**config.mk**
```make
export PLATFORM = sky130hd
export DESIGN_NAME = vga_timing_gen_flat
export DESIGN_NICKNAME = d
export VERILOG_FILES = /design/src/rtl/vga_pkg.sv /design/src/rtl/vga_timing_gen_if.sv /design/src/rtl/vga_delay_line.sv /design/src/rtl/vga_timing_gen.sv /design/src/flat_wrapper.sv
export SDC_FILE = /design/constraint.sdc
export NUM_CORES = 1
export LEC_CHECK = 0
export ABC_CLOCK_PERIOD_IN_PS = 3500
export CORE_ASPECT_RATIO = 2
export CORE_MARGIN = 5
export CORE_UTILIZATION = 40
export DETAILED_ROUTE_END_ITERATION = 10
export PLACE_DENSITY = 0.69
export SKIP_CTS_REPAIR_TIMING = 1
export SLEW_MARGIN = 15
export SYNTH_ARGS = -nofsm -noshare
export SYNTH_HDL_FRONTEND = slang
export SYNTH_SLANG_ARGS = --single-unit
```
**constraint.sdc**
```tcl
create_clock -name clk_50MHz -period 3.5 [get_ports clk_50MHz]
set_input_delay 0.875 -clock clk_50MHz [delete_from_list [all_inputs] [get_ports clk_50MHz]]
set_output_delay 0.875 -clock clk_50MHz [all_outputs]
set_load 0.1 [all_outputs]
```
**src/rtl/vga_pkg.sv**
```systemverilog
// Shared timing constants and helpers for the VGA timing generator.
package vga_pkg;

    // 640x480 @ 60 Hz, counted in pixels and lines
    localparam int VGA640_H_DISP  = 640;
    localparam int VGA640_H_FP    = 16;
    localparam int VGA640_H_SYNC  = 96;
    localparam int VGA640_H_BP    = 48;
    localparam int VGA640_V_DISP  = 480;
    localparam int VGA640_V_FP    = 10;
    localparam int VGA640_V_SYNC  = 2;
    localparam int VGA640_V_BP    = 29;

    // 800x600 @ 60 Hz, kept here for a later mode switch
    localparam int SVGA800_H_DISP = 800;
    localparam int SVGA800_H_FP   = 40;
    localparam int SVGA800_H_SYNC = 128;
    localparam int SVGA800_H_BP   = 88;
    localparam int SVGA800_V_DISP = 600;
    localparam int SVGA800_V_FP   = 1;
    localparam int SVGA800_V_SYNC = 4;
    localparam int SVGA800_V_BP   = 23;

    // Bundle of the timing signals that travel through the delay line
    typedef struct packed {
        logic h_sync;
        logic v_sync;
        logic de;
    } timing_t;

    function automatic int h_total(input int disp, input int fp, input int sync, input int bp);
        return disp + fp + sync + bp;
    endfunction

    function automatic int v_total(input int disp, input int fp, input int sync, input int bp);
        return disp + fp + sync + bp;
    endfunction

endpackage

```
**src/rtl/vga_timing_gen_if.sv**
```systemverilog
// Output bundle of the VGA timing generator.
// There is no handshake: pix_en is a one-cycle strobe that marks the last
// system clock of each pixel period; every other signal is a level that is
// valid on every clock, and line_start/frame_start are one-clock pulses
// that coincide with pix_en. Consumers never back-pressure the generator.
interface vga_timing_gen_if #(
    parameter int COUNTER_BITS = 10
);
    logic                    pix_en;
    logic [COUNTER_BITS-1:0] h_count;
    logic [COUNTER_BITS-1:0] v_count;
    logic                    h_sync;
    logic                    v_sync;
    logic                    de;
    logic                    line_start;
    logic                    frame_start;

    modport master (
        output pix_en, h_count, v_count, h_sync, v_sync, de, line_start, frame_start
    );

    modport slave (
        input pix_en, h_count, v_count, h_sync, v_sync, de, line_start, frame_start
    );
endinterface

```
**src/rtl/vga_delay_line.sv**
```systemverilog
// Pixel-rate delay line: DEPTH stages that advance on shift_en_i, followed by
// an output register that samples every clock. With DEPTH=0 it is a plain
// registered copy of d_i.
module vga_delay_line #(
    parameter int               WIDTH   = 3,
    parameter int               DEPTH   = 0,
    parameter logic [WIDTH-1:0] RST_VAL = '0
) (
    input  logic             clk_i,
    input  logic             clear_ni,
    input  logic             shift_en_i,
    input  logic [WIDTH-1:0] d_i,
    output logic [WIDTH-1:0] q_o
);

    logic [WIDTH-1:0] tail;
    logic [WIDTH-1:0] out_q;

    if (DEPTH > 0) begin : g_stages
        logic [WIDTH-1:0] stage_q [DEPTH];

        // Shift register advancing once per pixel period
        always_ff @(posedge clk_i) begin
            if (!clear_ni) begin
                for (int i = 0; i < DEPTH; i++) stage_q[i] <= RST_VAL;
            end else if (shift_en_i) begin
                stage_q[0] <= d_i;
                for (int i = 1; i < DEPTH; i++) stage_q[i] <= stage_q[i-1];
            end
        end

        assign tail = stage_q[DEPTH-1];
    end else begin : g_bypass
        logic unused_shift_en;
        assign unused_shift_en = shift_en_i;
        assign tail            = d_i;
    end

    // Output register so the timing outputs are always glitch-free flops
    always_ff @(posedge clk_i) begin
        if (!clear_ni) out_q <= RST_VAL;
        else           out_q <= tail;
    end

    assign q_o = out_q;

endmodule

```
**src/rtl/vga_timing_gen.sv**
```systemverilog
// Parametrised VGA timing generator running in the system clock domain.
// A clock divider produces a pixel-enable strobe; h/v counters advance on it
// and the decoded sync/DE go through a delay line matching the fetch pipe.
module vga_timing_gen
    import vga_pkg::*;
#(
    parameter int COUNTER_BITS = 10,
    parameter int H_DISP       = VGA640_H_DISP,
    parameter int H_FP         = VGA640_H_FP,
    parameter int H_SYNC       = VGA640_H_SYNC,
    parameter int H_BP         = VGA640_H_BP,
    parameter int V_DISP       = VGA640_V_DISP,
    parameter int V_FP         = VGA640_V_FP,
    parameter int V_SYNC       = VGA640_V_SYNC,
    parameter int V_BP         = VGA640_V_BP,
    parameter bit H_SYNC_POL   = 1'b0,
    parameter bit V_SYNC_POL   = 1'b0,
    parameter int CLK_DIV      = 2,
    parameter int PIPE_DELAY   = 0
) (
    input  logic                    clk_50MHz,
    input  logic                    clear,
    vga_timing_gen_if.master        vga
);

    localparam int H_TOTAL = h_total(H_DISP, H_FP, H_SYNC, H_BP);
    localparam int V_TOTAL = v_total(V_DISP, V_FP, V_SYNC, V_BP);
    localparam int DIV_W   = (CLK_DIV > 1) ? $clog2(CLK_DIV) : 1;
    localparam int CW      = COUNTER_BITS + 1;

    // Build-time sanity: counters must hold every count, divider must be non-zero
    if (H_TOTAL > 2**COUNTER_BITS) begin : g_bad_h_total
        $error("vga_timing_gen: H_TOTAL does not fit in COUNTER_BITS");
    end
    if (V_TOTAL > 2**COUNTER_BITS) begin : g_bad_v_total
        $error("vga_timing_gen: V_TOTAL does not fit in COUNTER_BITS");
    end
    if (CLK_DIV < 1) begin : g_bad_clk_div
        $error("vga_timing_gen: CLK_DIV must be at least 1");
    end
    if (PIPE_DELAY < 0 || PIPE_DELAY > 7) begin : g_bad_pipe
        $error("vga_timing_gen: PIPE_DELAY must be within 0..7");
    end

    localparam logic [DIV_W-1:0]        DIV_LAST = DIV_W'(CLK_DIV - 1);
    localparam logic [COUNTER_BITS-1:0] H_LAST   = COUNTER_BITS'(H_TOTAL - 1);
    localparam logic [COUNTER_BITS-1:0] V_LAST   = COUNTER_BITS'(V_TOTAL - 1);

    // Decode bounds are one bit wider so a boundary equal to 2^COUNTER_BITS still compares
    localparam logic [CW-1:0] H_DE_END   = CW'(H_DISP);
    localparam logic [CW-1:0] H_SY_START = CW'(H_DISP + H_FP);
    localparam logic [CW-1:0] H_SY_END   = CW'(H_DISP + H_FP + H_SYNC);
    localparam logic [CW-1:0] V_DE_END   = CW'(V_DISP);
    localparam logic [CW-1:0] V_SY_START = CW'(V_DISP + V_FP);
    localparam logic [CW-1:0] V_SY_END   = CW'(V_DISP + V_FP + V_SYNC);

    localparam timing_t TIMING_IDLE = '{h_sync: ~H_SYNC_POL, v_sync: ~V_SYNC_POL, de: 1'b0};

    logic [DIV_W-1:0]        div_q, div_d;
    logic                    pix_en_q, pix_en_d;
    logic [COUNTER_BITS-1:0] h_q, h_d;
    logic [COUNTER_BITS-1:0] v_q, v_d;
    logic                    line_start_q, line_start_d;
    logic                    frame_start_q, frame_start_d;

    logic [CW-1:0] h_ext, v_ext;
    logic          hs_act, vs_act;
    timing_t       timing_raw, timing_dly;

    // Next-state for divider, counters and the start pulses
    always_comb begin
        div_d    = (div_q == DIV_LAST) ? '0 : div_q + 1'b1;
        pix_en_d = (div_q == DIV_LAST);
        h_d      = h_q;
        v_d      = v_q;
        if (pix_en_q) begin
            if (h_q == H_LAST) begin
                h_d = '0;
                v_d = (v_q == V_LAST) ? '0 : v_q + 1'b1;
            end else begin
                h_d = h_q + 1'b1;
            end
        end
        // Pulses land in the same cycle as pix_en with the counters they describe
        line_start_d  = pix_en_d && (h_d == '0);
        frame_start_d = line_start_d && (v_d == '0);
    end

    // Divider, counters and start pulses; all registered
    always_ff @(posedge clk_50MHz) begin
        if (!clear) begin
            div_q         <= '0;
            pix_en_q      <= 1'b0;
            h_q           <= '0;
            v_q           <= '0;
            line_start_q  <= 1'b0;
            frame_start_q <= 1'b0;
        end else begin
            div_q         <= div_d;
            pix_en_q      <= pix_en_d;
            h_q           <= h_d;
            v_q           <= v_d;
            line_start_q  <= line_start_d;
            frame_start_q <= frame_start_d;
        end
    end

    // Raw timing decoded from the undelayed counters
    always_comb begin
        h_ext             = {1'b0, h_q};
        v_ext             = {1'b0, v_q};
        hs_act            = (h_ext >= H_SY_START) && (h_ext < H_SY_END);
        vs_act            = (v_ext >= V_SY_START) && (v_ext < V_SY_END);
        timing_raw.de     = (h_ext < H_DE_END) && (v_ext < V_DE_END);
        timing_raw.h_sync = hs_act ? H_SYNC_POL : ~H_SYNC_POL;
        timing_raw.v_sync = vs_act ? V_SYNC_POL : ~V_SYNC_POL;
    end

    vga_delay_line #(
        .WIDTH   ($bits(timing_t)),
        .DEPTH   (PIPE_DELAY),
        .RST_VAL (TIMING_IDLE)
    ) u_delay (
        .clk_i      (clk_50MHz),
        .clear_ni   (clear),
        .shift_en_i (pix_en_q),
        .d_i        (timing_raw),
        .q_o        (timing_dly)
    );

    assign vga.pix_en      = pix_en_q;
    assign vga.h_count     = h_q;
    assign vga.v_count     = v_q;
    assign vga.h_sync      = timing_dly.h_sync;
    assign vga.v_sync      = timing_dly.v_sync;
    assign vga.de          = timing_dly.de;
    assign vga.line_start  = line_start_q;
    assign vga.frame_start = frame_start_q;

endmodule

```
**src/flat_wrapper.sv**
```systemverilog
// flat-port wrapper written by rule: the top's interface ports become plain ports
module vga_timing_gen_flat import vga_pkg::*;
#(
    parameter int COUNTER_BITS = 10,
    parameter int H_DISP       = VGA640_H_DISP,
    parameter int H_FP         = VGA640_H_FP,
    parameter int H_SYNC       = VGA640_H_SYNC,
    parameter int H_BP         = VGA640_H_BP,
    parameter int V_DISP       = VGA640_V_DISP,
    parameter int V_FP         = VGA640_V_FP,
    parameter int V_SYNC       = VGA640_V_SYNC,
    parameter int V_BP         = VGA640_V_BP,
    parameter bit H_SYNC_POL   = 1'b0,
    parameter bit V_SYNC_POL   = 1'b0,
    parameter int CLK_DIV      = 2,
    parameter int PIPE_DELAY   = 0
)
  (clk_50MHz, clear, vga_pix_en, vga_h_count, vga_v_count, vga_h_sync, vga_v_sync, vga_de, vga_line_start, vga_frame_start);
  vga_timing_gen_if #(.COUNTER_BITS(COUNTER_BITS)) vga_i ();
  input  logic clk_50MHz;
  input  logic clear;
  output wire logic [$bits(vga_i.pix_en)-1:0] vga_pix_en;
  output wire logic [$bits(vga_i.h_count)-1:0] vga_h_count;
  output wire logic [$bits(vga_i.v_count)-1:0] vga_v_count;
  output wire logic [$bits(vga_i.h_sync)-1:0] vga_h_sync;
  output wire logic [$bits(vga_i.v_sync)-1:0] vga_v_sync;
  output wire logic [$bits(vga_i.de)-1:0] vga_de;
  output wire logic [$bits(vga_i.line_start)-1:0] vga_line_start;
  output wire logic [$bits(vga_i.frame_start)-1:0] vga_frame_start;
  assign vga_pix_en = vga_i.pix_en;
  assign vga_h_count = vga_i.h_count;
  assign vga_v_count = vga_i.v_count;
  assign vga_h_sync = vga_i.h_sync;
  assign vga_v_sync = vga_i.v_sync;
  assign vga_de = vga_i.de;
  assign vga_line_start = vga_i.line_start;
  assign vga_frame_start = vga_i.frame_start;
  vga_timing_gen #(.COUNTER_BITS(COUNTER_BITS), .H_DISP(H_DISP), .H_FP(H_FP), .H_SYNC(H_SYNC), .H_BP(H_BP), .V_DISP(V_DISP), .V_FP(V_FP), .V_SYNC(V_SYNC), .V_BP(V_BP), .H_SYNC_POL(H_SYNC_POL), .V_SYNC_POL(V_SYNC_POL), .CLK_DIV(CLK_DIV), .PIPE_DELAY(PIPE_DELAY)) u_core (.clk_50MHz(clk_50MHz), .clear(clear), .vga(vga_i));
endmodule
```
==> flow_summary.ini <==
[outcome]
status = finished clean

[synthesis]
synthesis.nets = 202
async_flop_share = 0
synth_cell_type_count = 54
yosysWarnings = 0
synth_enable_flop_cells = 0
yosysSeqAreaShare = 0.320
ys_ff_latch = 27
syn-cell-area_um2 = 1690
synth-main-ff-cell = dfxtp_1
avgSynthCellArea_um2 = 8.63
synthCells = 196

[sta]
period_share = 0.642
whs_ns = 0.407
rsz0062_at_grt = no
max_freq_ghz = 0.445
tightest_slew_ns = 0.500
timing.final.ws_setup_ns = 1.25
final_max_slew_viol_count = 0
skew_ns = 0.00452
hold_viol = 0
fin_tns_setup_ns = 0
finalSetupViolations = 0
fin_crit_ns = 2.25
relSlewSlack = 0.666

[critical_path]
cpMaxStageDelayCell = nor3_2
cp.required_ns = 3.69
worst-path-buf-inv = 0
cpPeakStageDelay_ns = 0.51
start_kind = register
worstSetupEndpointType = register
cp_top_family = simple AND/OR/NAND/NOR gates
cp.arrival_ns = 2.44
cp_cell_sequence = ha_1, nand4_1, nor3_2, o211a_1, o211ai_1, nor4b_2
path_class = reg2reg
critPathMaxFanout = 7

[global_routing]
grt_first_pass_wirelength_um = 6670
antenna_found_initial = 0
grt_usage = 0.144
grt_pass1_vias = 1412
grt_max_degree = 22
grt_overflow = 0

[clock_network]
clk_latency_ns = 0.27
htreeDepth = 1
cts_tree = yes
cts.sinks = 27
cts.clk_slew.worst_paths_ns = 0.09
clockBufferDepth = 2
clockRootBuffer = clkbuf_8
cts_inserted_buffers = 3

[finish]
drive_gt1_frac = 0.197
final_cell_area_um2 = 1920
nets = 220
post-route-util = 0.470
multi_input_area_um2 = 1040
fillerInstances = 417
syn2layout_area_growth_pct = 13.7
register_area_um2 = 541
diodes = 0

[routing]
post_drt_wl_per_cell_um = 15.3
via_count = 1522
via_per_inst = 5.74
drtIter0Drc = 20
wirelength_um = 4050
drc = 0
ant_nets = 0
detail_route.first_pass.iterations = 4

[floorplanning]
pin_count = 28
coreArea_um2 = 4090
die_x_um = 56.0
die-height_um = 102
dieArea_um2 = 5710
initial_core_util = 0.414
num_rows = 33

[pwr]
powerDensity_nw_per_um2 = 284
clock_power_share = 0.320
pwr-share-comb = 0.100
cellInternalPower_mw = 0.408
switchingPower_mw = 0.138
ir_worst_vdd_mv = 0.160
switching_share = 0.253
p_leak_nw = 0.725
pwr-share-seq = 0.580

[run]
cap_violations = 0

[place]
gp_congestion = 0.846
place_area_um2 = 1880
port_buffers = 27
dpl.hpwl_um = 3030
pre_cts_ws_ns = 1.07

[hold_path]
hp-class = reg2reg
-- layout by cell type, fill, tap and decap left out, types with 2 or more instances in the layout --
cell type  Yosys  final
buf_4          0     27
dfxtp_1       27     27
nand2_1       15     15
nor2_1        14     14
nand3_1       10     10
xnor2_1        9      9
and2_1         8      8
o21ai_0        7      7
nor2b_1        7      7
nor3_1         6      6
a21oi_1        5      5
xor2_1         5      5
inv_1          4      4
and3_1         4      4
nand4_1        4      4
nand2b_1       4      4
nor4_1         4      4
ha_1           4      4
or3_1          3      3
mux2i_1        3      3
a31oi_1        3      3
clkbuf_8       0      3
nand4b_1       2      2
o31ai_1        2      2
or4_1          2      2
o211ai_1       2      2
a21boi_1       2      2
-- power groups by stage --
stage | Combinational [mW] | Sequential [mW] | Clock, mW
floorplan | 0.0179 | 0.350 | 0
global placement | 0.0552 | 0.324 | 0
detailed placement | 0.0555 | 0.324 | 0
CTS | 0.0556 | 0.317 | 0.186
global route | 0.0578 | 0.318 | 0.199
finish | 0.0548 | 0.317 | 0.175
-- final timing paths --
kind | startpoint | slack (ns) | to | cells past startpoint
worst max register to register | u_core.vga.h_count[1]$_SDFF_PN0_ | 1.25 | u_core.vga.frame_start$_SDFF_PN0_ | 6
worst max-delay path | u_core.vga.h_count[1]$_SDFF_PN0_ | 1.25 | u_core.vga.frame_start$_SDFF_PN0_ | 6
worst min-delay path | u_core.div_q$_SDFF_PP0_ | 0.41 | u_core.div_q$_SDFF_PP0_ | 1
worst min register to register | u_core.div_q$_SDFF_PP0_ | 0.41 | u_core.div_q$_SDFF_PP0_ | 1
-- final cells by class --
cell class,count,share of cell area
sequential,27,0.281
clock buffer,4,0.0234
tap,52,0.0338
inverter,4,0.00781
multi-input combinational,150,0.543
timing repair buffer,28,0.111
-- synthesized netlist by cell type (2+ instances only) --
cell type	instances	share of area
o211ai_1	2	0.0089
nor4_1	4	0.015
buf_6	4	0.027
mux2i_1	3	0.018
buf_2	4	0.012
clkbuf_1	5	0.011
nand4b_1	2	0.010
xnor2_1	9	0.047
o21ai_0	7	0.021
nand3_1	10	0.030
nor2_1	14	0.031
nand2b_1	4	0.015
o31ai_1	2	0.0089
or4_1	2	0.0089
ha_1	4	0.030
inv_1	4	0.0089
and3_1	4	0.015
and2_1	8	0.030
nand2_1	15	0.033
dfxtp_1	27	0.32
a21boi_1	2	0.0089
a21oi_1	5	0.015
buf_1	2	0.0044
or3_1	3	0.011
a31oi_1	3	0.011
nand4_1	4	0.015
xor2_1	5	0.026
nor3_1	6	0.018
nor2b_1	7	0.026
-- per-stage QoR --
stage          power (mW)  instances
2_1_floorplan       0.368        196
3_3_place_gp        0.379        261
3_5_place_dp        0.380        261
4_1_cts             0.559        265
5_1_grt             0.575        265
6_report            0.546        265
-- worst reg2reg max path: cells and delay by family (launching register included) --
kind / cells / cell delay [ns]
AOI/OAI and AO/OA: 2 / 0.36
and+or+nand+nor: 3 / 1.08
DFF: 1 / 0.45
adders and majority gates: 1 / 0.29
-- logic make-up (layout without fill, tap and decap cells) --
family,Yosys count,in the layout,synth area share
flip-flops,27,27,0.320
AO/OA/AOI/OAI,30,30,0.129
adder cells (fa/ha/maj),4,4,0.0296
multiplexers,3,3,0.0178
buffers and inverters,19,36,0.0629
XOR/XNOR,14,14,0.0725
AND/OR/NAND/NOR,99,99,0.368
-- flip-flops by register name, summed over array words and instances (netlist names) --
name / flops
u_core.vga.v_count: 10
u_core.vga.line_start: 1
u_core.vga.pix_en: 1
u_core.u_delay.q_o: 3
u_core.vga.h_count: 10
u_core.div_q: 1
u_core.vga.frame_start: 1
-- metal layers --
| layer | global-route usage | routed length, um | up-vias | part of all wire |
|---|---|---|---|---|
| li1 | - | - | 740 | - |
| met3 | 0.0240 | 179 | 15 | 0.044 |
| met4 | 0.0914 | 172 | 0 | 0.043 |
| met5 | 0 | 0 | - | 0 |
| met1 | 0.146 | 1530 | 729 | 0.38 |
| met2 | 0.269 | 2160 | 38 | 0.53 |
(Power assumes the default switching activity.)
